File: config.mk
export PLATFORM = sky130hd
export DESIGN_NAME = score_text_ctrl
export DESIGN_NICKNAME = d
export VERILOG_FILES = /design/src/rtl/score_text_ctrl.sv
export SDC_FILE = /design/constraint.sdc
export NUM_CORES = 1
export LEC_CHECK = 0
export BUFFER_PORTS_ARGS = -buffer_cell sky130_fd_sc_hd__buf_2
export CAP_MARGIN = 20
export CORE_MARGIN = 5
export CORE_UTILIZATION = 59
export CTS_CLUSTER_SIZE = 28
export DETAILED_ROUTE_END_ITERATION = 16
export PLACE_DENSITY = 0.86
export RECOVER_POWER = 50
export SYNTH_ARGS = -nofsm -noshare
export SYNTH_HDL_FRONTEND = slang
export SYNTH_SLANG_ARGS = --single-unit
File: constraint.sdc
create_clock -name clk -period 2.4 [get_ports clk]
set_clock_uncertainty 0.2 [all_clocks]
set_input_delay 0.24 -clock clk [delete_from_list [all_inputs] [get_ports clk]]
set_output_delay 0.24 -clock clk [all_outputs]
set_load 0.1 [all_outputs]
File: src/rtl/score_text_ctrl.sv
// ---------------------------------------------------------------------------
// score_text_ctrl
//
// Converts two binary scores (Tom and Jerry, 0..127, shown saturated at 99)
// into decimal digits by repeated subtraction of ten, one step per cycle.
// The results are committed to the display digit registers in one cycle.
// A character-cell lookup then renders a small text screen from them.
//
// A request that arrives while a conversion is running is parked in a
// single pending slot. A later request overwrites it, so the last one wins.
// The parked request starts straight after the current commit.
//
// Ports:
//   clk          system clock, all state on the rising edge
//   rst_n        synchronous active-low reset
//   score_valid  request to load new scores
//   score_tom    Tom score, binary (7 bits)
//   score_jerry  Jerry score, binary (7 bits)
//   score_ready  high in IDLE with no pending request
//   busy         inverse of score_ready
//   update_done  one-cycle pulse in the cycle the display digits are loaded
//   char_xy      text cell address: [11:8] row, [7:0] column
//   char_code    registered ASCII code of the addressed cell
// ---------------------------------------------------------------------------
module score_text_ctrl (
    input  logic        clk,
    input  logic        rst_n,
    input  logic        score_valid,
    input  logic [6:0]  score_tom,
    input  logic [6:0]  score_jerry,
    output logic        score_ready,
    output logic        busy,
    output logic        update_done,
    input  logic [11:0] char_xy,
    output logic [6:0]  char_code
);

    typedef enum logic [1:0] {
        IDLE       = 2'd0,
        CONV_TOM   = 2'd1,
        CONV_JERRY = 2'd2,
        COMMIT     = 2'd3
    } state_t;

    state_t state;
    state_t stateNext;

    // Working registers: the remainder still to be split into tens, and
    // the digits accumulated so far for each player.
    logic [6:0] remTom;
    logic [6:0] remJerry;
    logic [3:0] tensTom;
    logic [3:0] onesTom;
    logic [3:0] tensJerry;
    logic [3:0] onesJerry;

    // Single pending slot. It holds raw input values; saturation happens
    // when the slot is launched.
    logic       pendValid;
    logic [6:0] pendTom;
    logic [6:0] pendJerry;

    // Display digit registers. They are written only in COMMIT.
    logic [3:0] dispTomTens;
    logic [3:0] dispTomOnes;
    logic [3:0] dispJerryTens;
    logic [3:0] dispJerryOnes;

    // Launch control: which score pair (if any) starts a conversion now.
    logic       launch;
    logic [6:0] launchTom;
    logic [6:0] launchJerry;

    logic       tomDone;
    logic       jerryDone;

    logic [6:0] cellCode;

    function automatic logic [6:0] saturate(input logic [6:0] s);
        return (s > 7'd99) ? 7'd99 : s;
    endfunction

    // A zero tens digit is rendered as a blank, so single-digit scores
    // appear right-aligned.
    function automatic logic [6:0] tensCode(input logic [3:0] d);
        return (d == 4'd0) ? 7'h20 : (7'h30 + {3'b000, d});
    endfunction

    function automatic logic [6:0] onesCode(input logic [3:0] d);
        return 7'h30 + {3'b000, d};
    endfunction

    // A player's conversion is finished once the remainder is a single
    // digit. That remainder becomes the ones digit.
    assign tomDone   = (remTom < 7'd10);
    assign jerryDone = (remJerry < 7'd10);

    // Decide whether a new conversion starts this cycle and with what values.
    // In COMMIT, a request arriving in the same cycle is newer than anything
    // already in the slot, so it takes precedence and chains on directly.
    // IDLE also drains the slot for robustness, even though the slot is
    // always empty when the FSM reaches IDLE.
    always_comb begin
        launch      = 1'b0;
        launchTom   = score_tom;
        launchJerry = score_jerry;
        if (state == IDLE || state == COMMIT) begin
            if (score_valid) begin
                launch = 1'b1;
            end else if (pendValid) begin
                launch      = 1'b1;
                launchTom   = pendTom;
                launchJerry = pendJerry;
            end
        end
    end

    // State register.
    always_ff @(posedge clk) begin
        if (!rst_n) begin
            state <= IDLE;
        end else begin
            state <= stateNext;
        end
    end

    // Next-state logic. Each conversion state lasts tens+1 cycles: one cycle
    // per subtraction of ten, plus the final cycle that captures the ones digit.
    always_comb begin
        stateNext = state;
        case (state)
            IDLE:       if (launch)    stateNext = CONV_TOM;
            CONV_TOM:   if (tomDone)   stateNext = CONV_JERRY;
            CONV_JERRY: if (jerryDone) stateNext = COMMIT;
            COMMIT:     stateNext = launch ? CONV_TOM : IDLE;
            default:    stateNext = IDLE;
        endcase
    end

    // Status outputs depend only on the state and the slot (Moore outputs).
    always_comb begin
        score_ready = (state == IDLE) && !pendValid;
        busy        = !score_ready;
        update_done = (state == COMMIT);
    end

    // Conversion datapath: load on launch, then subtract ten per cycle in
    // the state of the player being converted.
    always_ff @(posedge clk) begin
        if (!rst_n) begin
            remTom    <= 7'd0;
            remJerry  <= 7'd0;
            tensTom   <= 4'd0;
            onesTom   <= 4'd0;
            tensJerry <= 4'd0;
            onesJerry <= 4'd0;
        end else if (launch) begin
            remTom    <= saturate(launchTom);
            remJerry  <= saturate(launchJerry);
            tensTom   <= 4'd0;
            onesTom   <= 4'd0;
            tensJerry <= 4'd0;
            onesJerry <= 4'd0;
        end else begin
            case (state)
                CONV_TOM: begin
                    if (!tomDone) begin
                        remTom  <= remTom - 7'd10;
                        tensTom <= tensTom + 4'd1;
                    end else begin
                        onesTom <= remTom[3:0];
                    end
                end
                CONV_JERRY: begin
                    if (!jerryDone) begin
                        remJerry  <= remJerry - 7'd10;
                        tensJerry <= tensJerry + 4'd1;
                    end else begin
                        onesJerry <= remJerry[3:0];
                    end
                end
                default: begin
                end
            endcase
        end
    end

    // Pending slot. Requests seen while converting are parked here, and the
    // latest one overwrites any earlier one. In IDLE and COMMIT the slot is
    // either launched or superseded by the request launching this cycle, so
    // it is emptied.
    always_ff @(posedge clk) begin
        if (!rst_n) begin
            pendValid <= 1'b0;
            pendTom   <= 7'd0;
            pendJerry <= 7'd0;
        end else if (state == IDLE || state == COMMIT) begin
            pendValid <= 1'b0;
        end else if (score_valid) begin
            pendValid <= 1'b1;
            pendTom   <= score_tom;
            pendJerry <= score_jerry;
        end
    end

    // Display digits are loaded all at once in COMMIT, so the text screen
    // never shows a half-converted score.
    always_ff @(posedge clk) begin
        if (!rst_n) begin
            dispTomTens   <= 4'd0;
            dispTomOnes   <= 4'd0;
            dispJerryTens <= 4'd0;
            dispJerryOnes <= 4'd0;
        end else if (state == COMMIT) begin
            dispTomTens   <= tensTom;
            dispTomOnes   <= onesTom;
            dispJerryTens <= tensJerry;
            dispJerryOnes <= onesJerry;
        end
    end

    // Text screen layout. Fixed labels are spelled out as ASCII codes.
    // Every cell that is not listed reads as a space.
    always_comb begin
        cellCode = 7'h20;
        case (char_xy[11:8])
            4'd0: begin
                case (char_xy[7:0])
                    8'd0: cellCode = 7'h73;   // s
                    8'd1: cellCode = 7'h63;   // c
                    8'd2: cellCode = 7'h6f;   // o
                    8'd3: cellCode = 7'h72;   // r
                    8'd4: cellCode = 7'h65;   // e
                    default: cellCode = 7'h20;
                endcase
            end
            4'd1: begin
                case (char_xy[7:0])
                    8'd0: cellCode = 7'h74;   // t
                    8'd1: cellCode = 7'h6f;   // o
                    8'd2: cellCode = 7'h6d;   // m
                    8'd4: cellCode = tensCode(dispTomTens);
                    8'd5: cellCode = onesCode(dispTomOnes);
                    default: cellCode = 7'h20;
                endcase
            end
            4'd2: begin
                case (char_xy[7:0])
                    8'd0: cellCode = 7'h6a;   // j
                    8'd1: cellCode = 7'h65;   // e
                    8'd2: cellCode = 7'h72;   // r
                    8'd3: cellCode = 7'h72;   // r
                    8'd4: cellCode = 7'h79;   // y
                    8'd6: cellCode = tensCode(dispJerryTens);
                    8'd7: cellCode = onesCode(dispJerryOnes);
                    default: cellCode = 7'h20;
                endcase
            end
            default: cellCode = 7'h20;
        endcase
    end

    // The lookup runs in every state and does not depend on the FSM. The
    // only link to the conversion is through the committed display digits.
    always_ff @(posedge clk) begin
        if (!rst_n) begin
            char_code <= 7'h20;
        end else begin
            char_code <= cellCode;
        end
    end

endmodule

Yosys cells after proc, flatten, opt, wreduce, memory -nomap -nowiden --
Cells that the tools add are included.
Operators by class: order comparisons 4, bitwise gates (word level) 4, multiplexer cells 28, reductions and logical operators 22, add/subtract/negate cells 8, eq/ne operators 17
Operators with widths (number):
- $mux W7 | 16
- $pmux W7 S5 | 2
- $pmux W7 S6 | 1
- $eq A8 B3 Y1 const B | 4
- $add A6 B4 Y7 const A | 4
- $pmux W7 S3 | 1
- $eq A8 B2 Y1 const B | 2
- $gt A7 B7 Y1 const B | 2
- $lt A7 B4 Y1 const B | 2
- $reduce_and A2 Y1 | 7
- $sub A7 B4 Y7 const B | 2
- $logic_not A4 Y1 | 3
- $ne A2 B2 Y1 const B | 5
- $add A4 B1 Y4 const B | 2
- $eq A8 B1 Y1 const B | 1
- $logic_not A8 Y1 | 1
- $pmux W2 S4 | 1
- $mux W2 | 3
- $reduce_or A2 Y1 | 3
- $eq A2 B2 Y1 const B | 2
- $eq A4 B1 Y1 const B | 1
- $eq A4 B2 Y1 const B | 1
- $mux W1 | 4
- $not A1 Y1 | 4
- other kinds (7) | 9
Storage, ports and cells: bits in registers 70, output and inout port bits 10

Logic depth before layout (Yosys ltp) --
depth in word-level cells 6, gate-level depth with buffers 8, gate-level depth less buffers 6

Least setup slack after synthesis --
No wires, ideal clock.
path kind reg2reg, start register state[0], end register state[0], clock period less this slack 2569 ps, setup slack -169 ps, cell stages (with the launch flop) 6, arrival time 2278 ps, cell sequence dfxtp_1 -> ha_1 -> clkbuf_1 -> buf_2 -> a21oi_1 -> a311oi_1
Between the ends: word-level cells in the longest chain between the ends 5, elaborated cells between the ends (all ways) 12
Ends and longest elaborated chain:
- start, declared | line 45 | state_t state;
- start signal, assigned | line 123 | state <= stateNext;
- $eq A2 B2 Y1 *
- via update_done | line 33 | output logic update_done,
- $logic_or A1 B1 Y1 | line 107 | if (state == IDLE || state == COMMIT) begin
- $mux W1 | line 107
- $mux W1 / $ne A2 B2 Y1 (equally long branches)
- $pmux W2 S4 / $reduce_and A3 Y1 (equally long branches)
The timed path passes the listed nets; every way through them passes the cells marked *. A chain may end at the register's enable or synchronous reset.

Final worst setup path --
start register state[0], end register state[0]
Between the ends: word-level cells in the longest chain between the ends 5, elaborated cells between the ends (all ways) 12
Ends and longest elaborated chain (line):
- $eq A2 B2 Y1 / $logic_not A2 Y1 (equally long branches) | 107, 131
- $logic_or A1 B1 Y1 | 107
- $mux W1 | 107
- $mux W1 / $ne A2 B2 Y1 (equally long branches)
- $pmux W2 S4 / $reduce_and A3 Y1 (equally long branches)
Parallel ways exist; a longest one is shown, timed or not.

==> impl_metrics.tcl <==
set metrics [dict create \
    status "finished clean" \
    grt.overflow.total 0 \
    path_max_fanout 10 \
    busiest_layer "met2" \
    synth_seq_cells 69 \
    async_flop_share_pct 0 \
    drt_iter0_drc 252 \
    coreArea_mm2 0.00596 \
    dieArea_mm2 0.00779 \
    grt_first_pass_wirelength_mm 14.2 \
    grt_pass1_vias 3120 \
    drv_slew 0 \
    seq_area_frac_synth_pct 38.2 \
    rsz0062_at_grt "false" \
    synthAdderAreaFrac_pct 2.77 \
    fmax_mhz 439 \
    swShare_pct 40.5 \
    syn_avg_cell_area_um2 8.51 \
    worstPathCellList "ha_1 -> clkbuf_1 -> a21oi_1 -> a311oi_1" \
    clockPowerShare_pct 22.7 \
    start_util_pct 60.7 \
    wl_per_cell_um 15.1 \
    die_h_um 88.3 \
    start_kind "flip-flop" \
    synth-main-ff-cell "dfxtp_1" \
    criticalPathCategory "reg2reg" \
    grt_max_degree 34 \
    setup_viol 0 \
    synth_top_family_by_area "simple AND/OR/NAND/NOR gates" \
    cts-resized-gates 0 \
    yosys.cell_types.count 52 \
    hold_path_class "in2reg" \
    end_kind "flip-flop" \
    antenna_left 0 \
    htree_levels 3 \
    syn_area_mm2 0.00362 \
    antenna_found_initial 0 \
    crit_arrival_ns 2.32 \
    worst_slew_pin_slew_ns 1.17 \
    synthSimpleGateAreaFrac_pct 20.9 \
    rows 28 \
    num-fill-cells 458 \
    clkLatencyLatePin_ns 0.35 \
    die_x_um 88.3 \
    met1_usage_pct 28.1 \
    period_needed_ns 2.28 \
    dp_hpwl_mm 5.65 \
    synth_compound_area_share_pct 19.3 \
    final_cell_mix "dfxtp_1, nand2_1, mux2i_1" \
    syn_nets 462 \
    synth_xor_area_share_pct 1.70 \
    power_mw 4.07 \
    clk_pin_slew_worst_paths_ns 0.07 \
    ir_worst_vdd_mv 0.652 \
    cell_internal_pwr_mw 2.42 \
    cts_tree "done" \
    clockBufferDepth 2 \
    fin_crit_sh_pct 95.0 \
    final_area_mm2 0.00416 \
    area_growth_pct 14.9 \
    via_per_inst 5.95 \
    hold_viol 0 \
    final_common_cell "dfxtp_1" \
    io_buffer_count 37 \
    utilization_pct 69.8 \
    grt_use_met2_pct 38.9 \
    slowest_delay_ns 0.55 \
    maxCapViolCount 0 \
    pwr-share-seq_pct 37.3 \
    drt-pass1-iter-count 5 \
    cts_num_sinks 69 \
    post_cts_buffers 0 \
    power_switching_mw 1.65 \
    crit_slowest_cell "clkbuf_1" \
    tns_ns 0 \
    track_usage_pct 23.1 \
    drive_gt1_share_pct 13.5 \
    comb_power_share_pct 39.9 \
    drc_errors 0 \
    cts_hold_buffers 14 \
    ios 39 \
    powerDensity_mw_per_mm2 979 \
    numCtsBuffers 9 \
    cts_root_buffer "clkbuf_8" \
    use_met3_pct 4.47 \
    num_vias 3267 \
    synthCells 425 \
    finalNetCount 506 \
    synth_edf_count 0 \
    muxShareOfSynthArea_pct 11.6 \
    slew_headroom_pct 22.6 \
    gp_congestion 0.837 \
    dpl-instance-area_mm2 0.00384 \
    wirelength_mm 8.32 \
    cp_data_required_time_ns 2.44 \
    power.leakage_nw 1.62 \
    ys_warn_count 0 \
]
## critical path: cells and delay by family, from the launching register on
| kind | cells | cell delay [ns] |
|---|---|---|
| adder cells (fa/ha/maj) | 1 | 0.51 |
| AO/OA/AOI/OAI | 2 | 0.47 |
| buffers and inverters | 1 | 0.55 |
| flip-flops | 1 | 0.44 |
## layout make-up
type,count,area [um2],area share [%]
Tap cell,75,93.8,2.26
Multi-Input combinational cell,310,2040,49.1
Clock inverter,4,48.8,1.17
Timing Repair Buffer,59,373,8.97
Clock buffer,11,141,3.40
Antenna cell,1,2.50,0.0602
Sequential cell,69,1380,33.2
Inverter,20,75.1,1.81
## state kept, by name, indices dropped and copies added (netlist names)
name	count
state	2
remJerry	7
onesTom	4
remTom	7
dispTomOnes	4
dispTomTens	4
dispJerryTens	4
dispJerryOnes	4
pendTom	7
pendValid	1
pendJerry	7
tensJerry	4
onesJerry	4
char_code	6
tensTom	4
## cells in the mapped netlist (all sizes together), types with 3 or more instances
cell type | count | area share [%]
a21boi | 16 | 3.3
a21oi | 21 | 2.9
a311o | 3 | 0.83
a31oi | 6 | 1.0
and2 | 4 | 0.69
buf | 16 | 2.3
clkbuf | 10 | 1.0
dfxtp | 69 | 38
ha | 8 | 2.8
inv | 20 | 2.1
mux2 | 7 | 2.2
mux2i | 34 | 9.4
nand2 | 49 | 5.1
nand2b | 8 | 1.4
nand3 | 13 | 1.8
nor2 | 30 | 3.1
nor2b | 18 | 3.1
nor3 | 5 | 0.69
nor3b | 5 | 1.3
o2111ai | 4 | 0.97
o211ai | 5 | 1.0
o21ai | 20 | 2.8
o311a | 6 | 1.7
o311ai | 4 | 0.97
or3 | 9 | 1.6
xnor2 | 3 | 0.73
xor2 | 4 | 0.97
## power by group through the flow
stage               logic (mW)  registers, mW  clock network, mW
floorplan                 1.28           1.48                  0
global placement          1.52           1.52                  0
detailed placement        1.58           1.54                  0
CTS                       1.61           1.51              0.931
global route              1.77           1.54              0.990
finish                    1.63           1.52              0.925
## layer usage
metal / vias to the layer above / part of all wire (%)
li1: 1601 / -
met1: 1522 / 43
met2: 114 / 50
met3: 30 / 4.5
met4: 0 / 3.2
met5: - / 0
## metrics by stage
step	setup slack [ns]	hold slack (ns)	instances
6_report	0.121	0.0280	549
3_3_place_gp	0.259	0.254	519
4_1_cts	0.161	0.0218	548
3_5_place_dp	0.172	0.271	519
5_1_grt	0.0152	0.0720	548
2_1_floorplan	0.120	0.185	425
## cell families after synthesis
| family | Yosys count |
|---|---|
| other | 1 |
| flip-flops | 69 |
| AND/OR/NAND/NOR | 152 |
| AO/OA/AOI/OAI | 101 |
| adder cells (fa/ha/maj) | 8 |
| buffers and inverters | 46 |
| XOR/XNOR | 7 |
| multiplexers | 41 |
## path summary, 6_finish.rpt
path                                      to         start  cells after the start  slack, ns
worst max-delay path                state[0]      state[0]                      4       0.12
worst min-delay path            char_code[0]    char_xy[3]                      4       0.03
worst max register to register      state[0]      state[0]                      4       0.12
worst min register to register  pendJerry[0]  pendJerry[0]                      2       0.28
(Power assumes the default switching activity.)
